`src/rtl/input_taker_gen_if.sv`:
```
// Handshake bundle for input_taker_gen: beat input side, frame output side and fill count.
// The master modport is the producer/consumer side; the slave modport is the collector.
interface input_taker_gen_if #(
    parameter int PT_W  = 4,
    parameter int KEY_W = 8,
    parameter int WORDS = 8
);
    localparam int CNT_W = $clog2(WORDS + 1);

    logic                   in_valid;
    logic                   in_ready;
    logic [PT_W-1:0]        pt_in;
    logic [KEY_W-1:0]       key_in;
    logic [PT_W*WORDS-1:0]  data;
    logic [KEY_W*WORDS-1:0] key_out;
    logic                   out_valid;
    logic                   out_ready;
    logic [CNT_W-1:0]       count;

    modport master (
        output in_valid, pt_in, key_in, out_ready,
        input  in_ready, data, key_out, out_valid, count
    );

    modport slave (
        input  in_valid, pt_in, key_in, out_ready,
        output in_ready, data, key_out, out_valid, count
    );
endinterface

```
`src/rtl/input_taker_gen.sv`:
```
// Collects WORDS plaintext/key beats into a frame, then holds it until the consumer takes it.
// Optional macro INPUT_TAKER_ABORT_EN adds an abort input that drops the frame in progress.
module input_taker_gen #(
    parameter int PT_W  = 4,
    parameter int KEY_W = 8,
    parameter int WORDS = 8
) (
    input  logic clk,
    input  logic reset,
`ifdef INPUT_TAKER_ABORT_EN
    input  logic abort,
`endif
    input_taker_gen_if.slave bus
);
    localparam int CNT_W = $clog2(WORDS + 1);
    localparam int IDX_W = (WORDS > 1) ? $clog2(WORDS) : 1;
    localparam logic [CNT_W-1:0] LAST_IDX = CNT_W'(WORDS - 1);

    typedef enum logic {COLLECT = 1'b0, FULL = 1'b1} state_t;

    state_t             state_q, state_d;
    logic [CNT_W-1:0]   count_q, count_d;
    logic [PT_W-1:0]    pt_slot_q  [WORDS];
    logic [PT_W-1:0]    pt_slot_d  [WORDS];
    logic [KEY_W-1:0]   key_slot_q [WORDS];
    logic [KEY_W-1:0]   key_slot_d [WORDS];

    logic               in_ready_w;
    logic               out_valid_w;
    logic               abort_w;
    logic               accept_w;
    logic [IDX_W-1:0]   slot_idx;

`ifdef INPUT_TAKER_ABORT_EN
    assign abort_w = abort;
`else
    assign abort_w = 1'b0;
`endif

    assign accept_w = bus.in_valid && in_ready_w;
    assign slot_idx = count_q[IDX_W-1:0];

    always_ff @(posedge clk or posedge reset) begin
        if (reset) begin
            state_q <= COLLECT;
            count_q <= '0;
            for (int i = 0; i < WORDS; i++) begin
                pt_slot_q[i]  <= '0;
                key_slot_q[i] <= '0;
            end
        end else begin
            state_q    <= state_d;
            count_q    <= count_d;
            pt_slot_q  <= pt_slot_d;
            key_slot_q <= key_slot_d;
        end
    end

    // Abort outranks both a beat and the output handshake; slots are never cleared here.
    always_comb begin
        state_d    = state_q;
        count_d    = count_q;
        pt_slot_d  = pt_slot_q;
        key_slot_d = key_slot_q;
        if (abort_w) begin
            state_d = COLLECT;
            count_d = '0;
        end else begin
            case (state_q)
                COLLECT: begin
                    if (accept_w) begin
                        pt_slot_d[slot_idx]  = bus.pt_in;
                        key_slot_d[slot_idx] = bus.key_in;
                        count_d              = count_q + CNT_W'(1);
                        if (count_q == LAST_IDX) begin
                            state_d = FULL;
                        end
                    end
                end
                FULL: begin
                    if (bus.out_ready) begin
                        state_d = COLLECT;
                        count_d = '0;
                    end
                end
                default: begin
                    state_d = COLLECT;
                    count_d = '0;
                end
            endcase
        end
    end

    always_comb begin
        in_ready_w  = (state_q == COLLECT);
        out_valid_w = (state_q == FULL);
    end

    wire [PT_W*WORDS-1:0]  data_w;
    wire [KEY_W*WORDS-1:0] key_w;

    // Slot 0 occupies the most significant word of each packed output.
    generate
        for (genvar gi = 0; gi < WORDS; gi++) begin : g_pack
            assign data_w[PT_W*(WORDS-gi)-1 -: PT_W]  = pt_slot_q[gi];
            assign key_w[KEY_W*(WORDS-gi)-1 -: KEY_W] = key_slot_q[gi];
        end
    endgenerate

    assign bus.data      = data_w;
    assign bus.key_out   = key_w;
    assign bus.in_ready  = in_ready_w;
    assign bus.out_valid = out_valid_w;
    assign bus.count     = count_q;
endmodule

```
`src/flat_wrapper.sv`:
```
// flat-port wrapper written by rule: the top's interface ports become plain ports
module input_taker_gen_flat 
#(
    parameter int PT_W  = 4,
    parameter int KEY_W = 8,
    parameter int WORDS = 8
)
  (clk, reset, bus_in_valid, bus_pt_in, bus_key_in, bus_out_ready, bus_in_ready, bus_data, bus_key_out, bus_out_valid, bus_count);
  input_taker_gen_if #(.PT_W(PT_W), .KEY_W(KEY_W), .WORDS(WORDS)) bus_i ();
  input  logic clk;
  input  logic reset;
  input wire logic [$bits(bus_i.in_valid)-1:0] bus_in_valid;
  input wire logic [$bits(bus_i.pt_in)-1:0] bus_pt_in;
  input wire logic [$bits(bus_i.key_in)-1:0] bus_key_in;
  input wire logic [$bits(bus_i.out_ready)-1:0] bus_out_ready;
  output wire logic [$bits(bus_i.in_ready)-1:0] bus_in_ready;
  output wire logic [$bits(bus_i.data)-1:0] bus_data;
  output wire logic [$bits(bus_i.key_out)-1:0] bus_key_out;
  output wire logic [$bits(bus_i.out_valid)-1:0] bus_out_valid;
  output wire logic [$bits(bus_i.count)-1:0] bus_count;
  assign bus_i.in_valid = bus_in_valid;
  assign bus_i.pt_in = bus_pt_in;
  assign bus_i.key_in = bus_key_in;
  assign bus_i.out_ready = bus_out_ready;
  assign bus_in_ready = bus_i.in_ready;
  assign bus_data = bus_i.data;
  assign bus_key_out = bus_i.key_out;
  assign bus_out_valid = bus_i.out_valid;
  assign bus_count = bus_i.count;
  input_taker_gen #(.PT_W(PT_W), .KEY_W(KEY_W), .WORDS(WORDS)) u_core (.clk(clk), .reset(reset), .bus(bus_i));
endmodule
```
`config.mk`:
```
export PLATFORM = sky130hd
export DESIGN_NAME = input_taker_gen_flat
export DESIGN_NICKNAME = d
export VERILOG_FILES = /design/src/rtl/input_taker_gen_if.sv /design/src/rtl/input_taker_gen.sv /design/src/flat_wrapper.sv
export SDC_FILE = /design/constraint.sdc
export NUM_CORES = 1
export LEC_CHECK = 0
export ABC_CLOCK_PERIOD_IN_PS = 3900
export CORE_ASPECT_RATIO = 1.4
export CORE_MARGIN = 2
export CORE_UTILIZATION = 46
export DETAILED_ROUTE_END_ITERATION = 12
export GPL_TIMING_DRIVEN = 1
export PLACE_DENSITY = 0.89
export SETUP_SLACK_MARGIN = 0.05
export SYNTH_ARGS = -nofsm -noshare
export SYNTH_HDL_FRONTEND = slang
export SYNTH_SLANG_ARGS = --single-unit
```
`constraint.sdc`:
```
create_clock -name clk -period 3.9 [get_ports clk]
set_clock_uncertainty 0.05 [all_clocks]
set_input_delay 0.78 -clock clk [delete_from_list [all_inputs] [get_ports clk]]
set_output_delay 0.78 -clock clk [all_outputs]
set_load 0.02 [all_outputs]
```
# After elaboration in Yosys (flattened, before gate mapping)
# Cells that the tools add are included.
[op_classes]
reduce_logical = 4
addsub = 1
shifts = 0
order_cmp = 2
bitwise = 2
n_div = 0
muxes = 13
multipliers = 0
n_eq_ne = 3
[op_table]
columns = ["operator", "n"]
rows = [
  ["$bwmux 64", 1],
  ["$bwmux 32", 1],
  ["$demux 8 s3", 1],
  ["$demux 4 s3", 1],
  ["$mux 4", 3],
  ["$mux 8", 1],
  ["$pmux 4 s2", 1],
  ["$add 4x1->4 const B", 1],
  ["$eq 4x3->1 const B", 1],
  ["$ge 4x4->1 const B", 1],
  ["$lt 4x1->1 const B", 1],
  ["$ne 2x2->1 const B", 2],
  ["$not 3->4", 1],
  ["$reduce_and 2->1", 2],
  ["$mux 1", 3],
  ["$logic_and 1x1->1", 2],
  ["$pmux 1 s2", 1],
  ["$not 1->1", 1],
]
[totals]
rom_bits = 0
latch_bits = 0
ramBits = 0
wordCells = 43
n_memories = 0
register_bits = 101

# Longest topological paths before layout
# Gate-level depths: netlist (run 1).
[depth]
word_depth = 6
mapped_depth = 4

# Least setup slack after synthesis (run 1)
# Ideal clock, no wire load.
[synth_path]
kind = "input port to flip-flop"
startpoint = "input port bus_in_valid"
endpoint = "register u_core.pt_slot_q, in the netlist u_core.bus.data[4]"
path_stages = 4
arrival_time_ps = 1699
path_buffers = 1
slack_ps = 2026
cell_sequence = "nand3b_1 > nor3b_2 > buf_4 > mux2_2"
[synth_between]
elab_chain_len = 2
[synth_lines]
columns = ["element", "line_no", "source"]
rows = [
  ["start, declared", "flat_wrapper.sv:12", "input wire logic [$bits(bus_i.in_valid)-1:0] bus_in_valid;"],
  ["$logic_and 1x1->1", "input_taker_gen.sv:40", "assign accept_w = bus.in_valid && in_ready_w;"],
  ["$reduce_and 2->1 (no source line)", "--", ""],
  ["end signal, assigned", "input_taker_gen.sv:54", "pt_slot_q <= pt_slot_d;"],
  ["end, declared", "input_taker_gen.sv:23", "logic [PT_W-1:0] pt_slot_q [WORDS];"],
]
# Every way passes these cells.
# A chain may end at the register's enable or synchronous reset.

# Final worst setup path (run 1)
[layout_path]
startpoint = "input port bus_in_valid"
endpoint = "register u_core.key_slot_q, in the netlist u_core.bus.key_out[27]"
[layout_between]
elab_chain_len = 2
[layout_lines]
columns = ["element", "line_no", "source"]
rows = [
  ["$logic_and 1x1->1", "input_taker_gen.sv:40", ""],
  ["$reduce_and 2->1 (no source line)", "--", ""],
  ["end signal, assigned", "input_taker_gen.sv:55", "key_slot_q <= key_slot_d;"],
  ["end, declared", "input_taker_gen.sv:25", "logic [KEY_W-1:0] key_slot_q [WORDS];"],
]
# Every way passes these cells.

==> results.yml, run 1 <==
run_status:
  outcome: "complete, no violations"
logic_synthesis:
  syn-mean-instance-area_um2: 16.5
  synth_area_um2: 3860
  synth_cell_types: 20
  synth_mux_area_share_pct: 28.6
  ys_warn_count: 0
  synthAdderAreaFrac_pct: 0.324
  synth_nets: 251
  ys_ff_latch: 101
  synthCells: 234
  synth_xor_area_share_pct: 0
  synthSimpleGateAreaFrac_pct: 2.89
  synth_compound_area_share_pct: 1.04
  synth_top_family_by_area: "multiplexers"
  ys_seq_area_share_pct: 65.5
flow_run:
  drv_cap: 0
pwr:
  p_leak_nw: 2.34
  total_power_mw: 5.39
  ir_drop_mv: 0.520
  p_per_area_nw_per_um2: 982
routing:
  wl_per_cell_um: 19.5
  avgViaCountPerCell: 5.22
  ant_nets: 0
  drtIter0Drc: 74
  drt_first_pass_iters: 4
  totalWireLength_mm: 9.08
  vias: 2429
  drc_errors: 0
timing:
  rsz0062_at_grt: "no"
  setup_viol_count_final: 0
  slew_headroom_pct: 50.4
  whs_ns: 0.452
  tns_ns: 0
  worst_pin_slew_ns: 0.741
  fin_crit_ns: 2.57
  fin_crit_sh_pct: 65.8
  finalHoldViolCount: 0
  fmax_mhz: 389
  slew_viol_final: 0
floorplan:
  die_x_um: 81.4
  num_io_pins: 118
  num_rows: 39
  core-area_um2: 8150
  start_util_pct: 47.4
  die_height_um: 112
  die_area_um2: 9150
placement:
  port_buffers: 117
  gp_congestion: 0.749
  placedCellCount: 450
  dp_hpwl_mm: 6.17
  placed_area_um2: 5150
worst_setup_path:
  critPathLaunchType: "input pin"
  max_stage_delay_ns: 0.60
  required_ns: 4.07
  r2r-end: "u_core.bus.key_out[27]$_DFFE_PP0P_"
  ff2ff_path_depth: 3
  slowest_stage: "nand3_1"
  cp_data_arrival_time_ns: 2.74
  r2r_start: "u_core.bus.out_valid$_DFF_PP0_"
  critPathMaxFanout: 12
  regToRegSetupSlack_ns: 1.87
  worstSetupEndpointType: "flip-flop"
  critPathKind: "in -> reg"
  path_cells: "clkdlybuf4s50_1 > nor2b_1 > nand3_1 > mux2_2"
clock_tree:
  cts_max_level: 3
  root_buffer: "clkbuf_16"
  cts_hold_buf: 0
  numCtsBuffers: 9
  cts_num_sinks: 101
  cts_tree: "yes"
  clk_path_buf_depth: 2
  post-cts-setup-buffer-count: 0
  clkLatencyLatePin_ns: 0.34
  cts.repair.resized: 0
  clk_pin_slew_ns: 0.06
layout:
  syn_to_final_growth_pct: 42.4
  nets: 376
  fin_area_um2: 5490
  fill_cells: 566
  diodes: 0
  drive_gt1_share_pct: 33.6
  final_cells: 465
global_routing:
  globalRouteOverflowTotal: 0
  grt_max_degree: 57
  grtUsageTotal_pct: 21.4
  grt_pass1_wl_mm: 14.3
  antenna_found_initial: 0
  grt_pass1_vias: 2681
hold_path:
  hold_end: "u_core.bus.key_out[56]$_DFFE_PP0P_"
  holdPathStages: 1
  min_from: "u_core.bus.key_out[56]$_DFFE_PP0P_"
  min_path_type: "reg -> reg"
## routing by layer
layer	GRT usage, %	vias up	wire length [µm]
li1	-	1070	-
met1	26.0	1263	3610
met2	35.4	82	4800
met3	4.26	14	438
met4	11.2	0	226
met5	0	-	0
## cell families after synthesis
| kind of cell | Yosys count |
|---|---|
| buffers and inverters | 11 |
| AOI/OAI and AO/OA | 6 |
| adders and majority gates | 1 |
| muxes | 98 |
| DFF | 101 |
| and+or+nand+nor | 17 |
## final cells by class
cell class                      instances  area (µm²)  area share (%)
Sequential cell                       101        2530            46.0
Timing Repair Buffer                  122        1210            22.0
Tap cell                              102         128            2.32
Clock buffer                           11         253            4.60
Inverter                                3        13.8           0.251
Multi-Input combinational cell        122        1270            23.1
Clock inverter                          4        95.1            1.73
## cells in the final DEF (no fill, tap or decap)
| cell | count |
|---|---|
| bufinv_16 | 3 |
| nand3b_1 | 3 |
| inv_1 | 2 |
| clkbuf_16 | 9 |
| nor2_1 | 1 |
| o21bai_1 | 1 |
| inv_4 | 1 |
| clkbuf_8 | 2 |
| clkinv_2 | 1 |
| nand3_1 | 1 |
| ha_1 | 1 |
| and2b_1 | 1 |
| nor2_2 | 1 |
| buf_4 | 5 |
| o21ai_0 | 2 |
| a22o_1 | 1 |
| mux2i_1 | 1 |
| nor3b_2 | 3 |
| nand2_1 | 5 |
| o32ai_1 | 1 |
| mux2_2 | 97 |
| dfrtp_1 | 101 |
| nor2b_1 | 2 |
| a21oi_1 | 1 |
| clkdlybuf4s50_1 | 117 |
## cells in the mapped netlist (all sizes together)
cell type | instances | share of area, %
inv | 3 | 0.29
nor3b | 3 | 0.97
ha | 1 | 0.32
mux2i | 1 | 0.26
o21bai | 1 | 0.19
nand2 | 5 | 0.49
nor2 | 2 | 0.19
o32ai | 1 | 0.23
and2b | 1 | 0.19
buf | 8 | 1.4
a22o | 1 | 0.23
o21ai | 2 | 0.26
nor2b | 2 | 0.32
mux2 | 97 | 28
nand3b | 3 | 0.58
a21oi | 1 | 0.13
nand3 | 1 | 0.13
dfrtp | 101 | 65
## worst max-delay path by stage
stage / slack (ns) / startpoint / depth (start not counted) / end
finish: 1.33 / bus_in_valid / 4 / u_core.bus.key_out[27]$_DFFE_PP0P_
global route: 1.20 / bus_in_valid / 4 / u_core.bus.key_out[29]$_DFFE_PP0P_
CTS: 1.34 / bus_in_valid / 4 / u_core.bus.key_out[27]$_DFFE_PP0P_
detailed placement: 0.97 / bus_in_valid / 4 / u_core.bus.key_out[27]$_DFFE_PP0P_
global placement: 1.04 / bus_in_valid / 4 / u_core.bus.data[12]$_DFFE_PP0P_
floorplan: 0.42 / reset / 1 / u_core.bus.count[0]$_DFFE_PP0P_
## power breakdown
group          leakage, nW  total [mW]  internal, mW  switching (mW)
combinational        0.945        2.50          1.33            1.17
clock                0.172        1.02         0.657           0.363
sequential            1.22        1.88          1.57           0.310
## stage by stage
step	utilization, %	setup WS, ns
6_report	67.4	1.33
2_1_floorplan	-	0.423
5_1_grt	67.4	1.20
3_5_place_dp	63.2	0.975
4_1_cts	67.4	1.34
3_3_place_gp	63.2	1.04
## flip-flops by register name (all words and copies together), names as in the netlist
register	count
u_core.bus.data	32
u_core.bus.out_valid	1
u_core.bus.key_out	64
u_core.bus.count	4
## critical path, delay by kind of cell
family | cells | cell delay [ns]
buf+inv | 1 | 0.55
mux | 1 | 0.50
simple gates | 2 | 0.91
(Power assumes the default switching activity.)
==> run 2, diff against run 1 <==
--- a/config.mk
+++ b/config.mk
@@ -5,7 +5,7 @@
 export SDC_FILE = /design/constraint.sdc
 export NUM_CORES = 1
 export LEC_CHECK = 0
-export ABC_CLOCK_PERIOD_IN_PS = 3900
+export ABC_CLOCK_PERIOD_IN_PS = 2700
 export CORE_ASPECT_RATIO = 1.4
 export CORE_MARGIN = 2
 export CORE_UTILIZATION = 46
==> constraint.sdc (replaced) <==
create_clock -name clk -period 2.7 [get_ports clk]
set_clock_uncertainty 0.05 [all_clocks]
set_input_delay 0.54 -clock clk [delete_from_list [all_inputs] [get_ports clk]]
set_output_delay 0.54 -clock clk [all_outputs]
set_load 0.02 [all_outputs]
==> run 2 against run 1 <==
Compared with the run above: via count up 0.74%; critical endpoint is now bus_in_ready; clock power is 35% higher; worst hold slack gained 0.0014 ns; first-iteration DRC count is 51% higher; critical path type is now reg -> out; die area stayed put; combinational power up 46%; sequential power up 45%; utilization rose by 0.66 points; power rose by 43%.
==> results.yml, run 2 (synthesis results as in run 1) <==
run_status:
  outcome: "complete, no violations"
pwr:
  total_power_mw: 7.74
  ir_drop_mv: 0.819
  p_per_area_nw_per_um2: 1400
  p_leak_nw: 2.37
layout:
  largest_register_ffs: 64
  diodes: 0
  ff_latch_area_um2: 2530
  layout_common_cells: "clkdlybuf4s50_1 (117), dfrtp_1 (101), mux2_2 (97)"
  nets: 386
  fill_cells: 606
  finish.utilization_pct: 68.1
  final_cells: 476
  fin_area_um2: 5550
  drive_gt1_share_pct: 35.6
  final_common_cell: "clkdlybuf4s50_1"
  multi_input_area_um2: 1270
  syn_to_final_growth_pct: 43.8
routing:
  vias: 2447
  avgViaCountPerCell: 5.14
  drtIter0Drc: 112
  wl_met2_mm: 4.55
  drc_errors: 0
  drt_first_pass_iters: 4
  highest_layer: "met4"
  met3_length_um: 548
  wl_per_cell_um: 19.1
  totalWireLength_mm: 9.11
  ant_nets: 0
  drt-met1-wl_mm: 3.77
timing:
  rsz0062_at_grt: "no"
  finalHoldViolCount: 0
  whs_ns: 0.453
  fin_ws_ns: 0.579
  worst_pin_slew_ns: 0.710
  slew_headroom_pct: 52.7
  tns_ns: 0
  fin_crit_sh_pct: 78.6
  setup_viol_count_final: 0
  slew_viol_final: 0
  fmax_mhz: 471
  fin_crit_ns: 2.12
clock_tree:
  post-cts-setup-buffer-count: 0
  cts.repair.resized: 0
  clk_path_buf_depth: 2
  numCtsBuffers: 9
  cts_hold_buf: 0
  clkLatencyLatePin_ns: 0.34
  clk_pin_slew_ns: 0.07
  cts_tree: "yes"
  cts_num_sinks: 101
  cts_max_level: 3
  root_buffer: "clkbuf_16"
global_routing:
  grt_pass1_wl_mm: 14.4
  grtUsageTotal_pct: 21.5
  globalRouteOverflowTotal: 0
  antenna_found_initial: 0
  grt_pass1_vias: 2649
  grt_max_degree: 58
floorplan:
  die_x_um: 81.4
  die_height_um: 112
  num_rows: 39
  core-area_um2: 8150
  num_io_pins: 118
  start_util_pct: 47.4
  die_area_um2: 9150
worst_setup_path:
  r2r-end: "u_core.bus.key_out[19]$_DFFE_PP0P_"
  critPathLaunchType: "flip-flop"
  ff2ff_path_depth: 4
  critPathMaxFanout: 9
  cp_data_arrival_time_ns: 1.53
  worstSetupEndpointType: "primary output"
  regToRegSetupSlack_ns: 0.90
  crit_start: "u_core.bus.out_valid$_DFF_PP0_"
  critPathKind: "reg -> out"
  required_ns: 2.11
  r2r_start: "u_core.bus.out_valid$_DFF_PP0_"
hold_path:
  min_path_type: "reg -> reg"
  hold_end: "u_core.bus.data[30]$_DFFE_PP0P_"
  holdPathStages: 1
  min_from: "u_core.bus.data[30]$_DFFE_PP0P_"
placement:
  dp_hpwl_mm: 6.49
  dpl_worst_slack_ns: 0.378
  placedCellCount: 460
  gp_congestion: 0.782
  placed_area_um2: 5220
  port_buffers: 117
flow_run:
  drv_cap: 0
## run 2: cell count changes in the layout (fill, tap and decap cells not counted)
cell	previous run	this run
buf_4	5	15
bufinv_16	3	2
clkbuf_8	2	1
clkinv_2	1	2
clkinv_4	0	1
clkinvlp_4	0	2
inv_4	1	0
## run 2: layout make-up
| type | instances | share of cell area [%] |
|---|---|---|
| clock inverter | 6 | 1.56 |
| timing repair buffer | 132 | 23.1 |
| tap | 102 | 2.30 |
| sequential | 101 | 45.6 |
| multi-input combinational | 122 | 22.9 |
| inverter | 3 | 0.271 |
| clock buffer | 10 | 4.31 |
## run 2: power by group
part | switching, mW | total [mW] | internal [mW]
clock network | 0.543 | 1.38 | 0.835
registers | 0.459 | 2.72 | 2.26
logic | 1.69 | 3.64 | 1.95
total | 2.69 | 7.74 | 5.05
## run 2: routing by layer
metal | GRT usage [%] | vias to the layer above
met4 | 9.15 | 0
li1 | - | 1096
met1 | 27.5 | 1245
met5 | 0 | -
met2 | 33.4 | 89
met3 | 6.99 | 17
## run 2: critical path, cell delays in order (launching register included)
cell	delay, ns
dfrtp_1	0.47
inv_1	0.11
clkdlybuf4s50_1	0.60
## run 2: worst max path at each step
| stage | cells past startpoint | end |
|---|---|---|
| 2_1_floorplan | 1 | u_core.bus.count[0]$_DFFE_PP0P_ |
| 3_3_place_gp | 5 | u_core.bus.key_out[21]$_DFFE_PP0P_ |
| 6_report | 2 | bus_in_ready |
| 4_1_cts | 2 | bus_in_ready |
| 5_1_grt | 2 | bus_in_ready |
| 3_5_place_dp | 5 | u_core.bus.key_out[19]$_DFFE_PP0P_ |
==> run 3, diff against run 2 <==
--- a/config.mk
+++ b/config.mk
@@ -5,13 +5,13 @@
 export SDC_FILE = /design/constraint.sdc
 export NUM_CORES = 1
 export LEC_CHECK = 0
-export ABC_CLOCK_PERIOD_IN_PS = 2700
+export ABC_CLOCK_PERIOD_IN_PS = 1700
 export CORE_ASPECT_RATIO = 1.4
 export CORE_MARGIN = 2
-export CORE_UTILIZATION = 46
+export CORE_UTILIZATION = 42
 export DETAILED_ROUTE_END_ITERATION = 12
 export GPL_TIMING_DRIVEN = 1
-export PLACE_DENSITY = 0.89
+export PLACE_DENSITY = 0.86
 export SETUP_SLACK_MARGIN = 0.05
 export SYNTH_ARGS = -nofsm -noshare
 export SYNTH_HDL_FRONTEND = slang
==> constraint.sdc (replaced) <==
create_clock -name clk -period 1.7 [get_ports clk]
set_clock_uncertainty 0.05 [all_clocks]
set_input_delay 0.34 -clock clk [delete_from_list [all_inputs] [get_ports clk]]
set_output_delay 0.34 -clock clk [all_outputs]
set_load 0.02 [all_outputs]
==> run 3 against run 2 <==
Compared with the run above: largest cell class unchanged; combinational power is 47% higher; count of clock-buffer cells in the layout stayed put; power is 55% higher; highest routed layer unchanged; sequential power is 59% higher; first-iteration DRC count is 38% lower; non-clock buffer count is 9 higher; worst setup slack worse by 0.53 ns; wire length is 4.0% higher; sequential share of layout area is 1.6 points lower; largest power group unchanged.
==> results.yml, run 3 (synthesis results as in run 1) <==
floorplan:
  num_io_pins: 118
  num_rows: 41
  die_x_um: 85.0
  die_height_um: 117
  die_area_um2: 9980
  start_util_pct: 43.0
  core-area_um2: 8980
layout:
  drive_gt1_share_pct: 38.6
  diodes: 0
  final_common_cell: "dlygate4sd2_1"
  multi_input_area_um2: 1430
  finish.utilization_pct: 64.2
  final_cells: 490
  nets: 395
  fill_cells: 707
  ff_latch_area_um2: 2530
  syn_to_final_growth_pct: 49.3
  layout_common_cells: "dlygate4sd2_1 (102), dfrtp_1 (97), mux2_2 (58)"
  largest_register_ffs: 64
timing:
  finalHoldViolCount: 0
  fin_crit_ns: 1.65
  worst_pin_slew_ns: 0.341
  slew_viol_final: 0
  rsz0062_at_grt: "yes"
  slew_headroom_pct: 77.2
  whs_ns: 0.390
  fin_crit_sh_pct: 97.2
  tns_ns: 0
  fmax_mhz: 605
  setup_viol_count_final: 0
worst_setup_path:
  critPathKind: "reg -> reg"
  worstSetupEndpointType: "flip-flop"
  ff2ff_path_depth: 4
  regToRegSetupSlack_ns: 0.05
  r2r-end: "u_core.bus.key_out[21]$_DFFE_PP0P_"
  crit_end: "u_core.bus.key_out[21]$_DFFE_PP0P_"
  crit_start: "u_core.bus.out_valid$_DFF_PP0_"
  required_ns: 1.88
  cp_data_arrival_time_ns: 1.83
  critPathLaunchType: "flip-flop"
  critPathMaxFanout: 5
  r2r_start: "u_core.bus.out_valid$_DFF_PP0_"
clock_tree:
  clkLatencyLatePin_ns: 0.35
  numCtsBuffers: 9
  cts_tree: "yes"
  clk_pin_slew_ns: 0.06
  cts_max_level: 3
  cts_hold_buf: 0
  cts_num_sinks: 101
  root_buffer: "clkbuf_16"
  clk_path_buf_depth: 2
hold_path:
  min_path_type: "in -> async"
global_routing:
  grtUsageMet1_pct: 24.4
  grt_pass1_wl_mm: 15.0
  met2_usage_pct: 33.8
  grt_pass1_vias: 2674
  antenna_found_initial: 0
  globalRouteOverflowTotal: 0
  grtUsageTotal_pct: 19.7
  grt_max_degree: 58
  met3_usage_pct: 4.50
  busiest_layer: "met2"
pwr:
  total_power_mw: 12.0
  p_leak_nw: 2.77
  ir_drop_mv: 1.01
  p_per_area_nw_per_um2: 2090
routing:
  drt_first_pass_iters: 4
  drc_errors: 0
  avgViaCountPerCell: 5.11
  ant_nets: 0
  drtIter0Drc: 69
  wl_per_cell_um: 19.3
  vias: 2505
  totalWireLength_mm: 9.47
placement:
  dp_hpwl_mm: 6.81
  port_buffers: 117
  gp_congestion: 0.775
  placedCellCount: 473
run_status:
  outcome: "complete, no violations"
flow_run:
  drv_cap: 0
-- run 3: cell count changes in the layout (fill, tap and decap cells not counted), moves of 4 or more --
cell	previous run	this run
mux2_2	97	58
buf_6	0	7
buf_12	0	4
dfrtp_2	0	4
dlygate4sd2_1	0	102
mux2_4	0	39
clkdlybuf4s50_1	117	14
dfrtp_1	101	97
-- run 3: how the worst min path moves through the flow --
stage | startpoint | end | slack, ns | cells past startpoint
2_1_floorplan | bus_out_ready | u_core.bus.out_valid$_DFF_PP0_ | 0.38 | 1
3_5_place_dp | u_core.bus.key_out[47]$_DFFE_PP0P_ | u_core.bus.key_out[47]$_DFFE_PP0P_ | 0.44 | 1
4_1_cts | reset | u_core.bus.data[7]$_DFFE_PP0P_ | 0.41 | 3
5_1_grt | reset | u_core.bus.key_out[9]$_DFFE_PP0P_ | 0.43 | 3
6_report | reset | u_core.bus.data[21]$_DFFE_PP0P_ | 0.39 | 3
3_3_place_gp | u_core.bus.key_out[42]$_DFFE_PP0P_ | u_core.bus.key_out[42]$_DFFE_PP0P_ | 0.44 | 1
-- run 3: what timing repair did --
action	in CTS	in global routing
setup endpoints to repair	149	75
gates resized for setup	114	32
pin swaps	2	4
buffers inserted	1	0
-- run 3: cell type report --
cell class                      instances  share of cell area (%)
Clock buffer                           10                    4.15
Multi-Input combinational cell        122                    24.8
Inverter                                3                   0.261
Tap cell                              107                    2.32
Timing Repair Buffer                  141                    22.6
Clock inverter                          6                    1.91
Sequential cell                       101                    44.0
-- run 3: routing by layer --
metal	part of all wire, %	vias to the layer above
met5	0	-
met4	1.2	0
met3	4.7	8
met2	53	65
met1	41	1307
li1	-	1125
-- run 3: where the power goes --
| group | total (mW) | switching [mW] | internal [mW] |
|---|---|---|---|
| clock | 2.35 | 0.873 | 1.47 |
| combinational | 5.35 | 2.72 | 2.63 |
| sequential | 4.33 | 0.734 | 3.60 |
| total | 12.0 | 4.33 | 7.70 |
-- run 3: stage by stage --
step           cell area, µm²  worst slack, ns
3_5_place_dp             5380           -0.387
5_1_grt                  5760          -0.0523
3_3_place_gp             5380           -0.330
6_report                 5760           0.0482
2_1_floorplan            3920         0.000759
4_1_cts                  5660           0.0176
-- run 3: worst max-delay path: stages (launching register included) --
cell      delay [ns]
dfrtp_2         0.42
nand3b_1        0.26
nor3b_2         0.28
buf_4           0.21
mux2_4          0.31
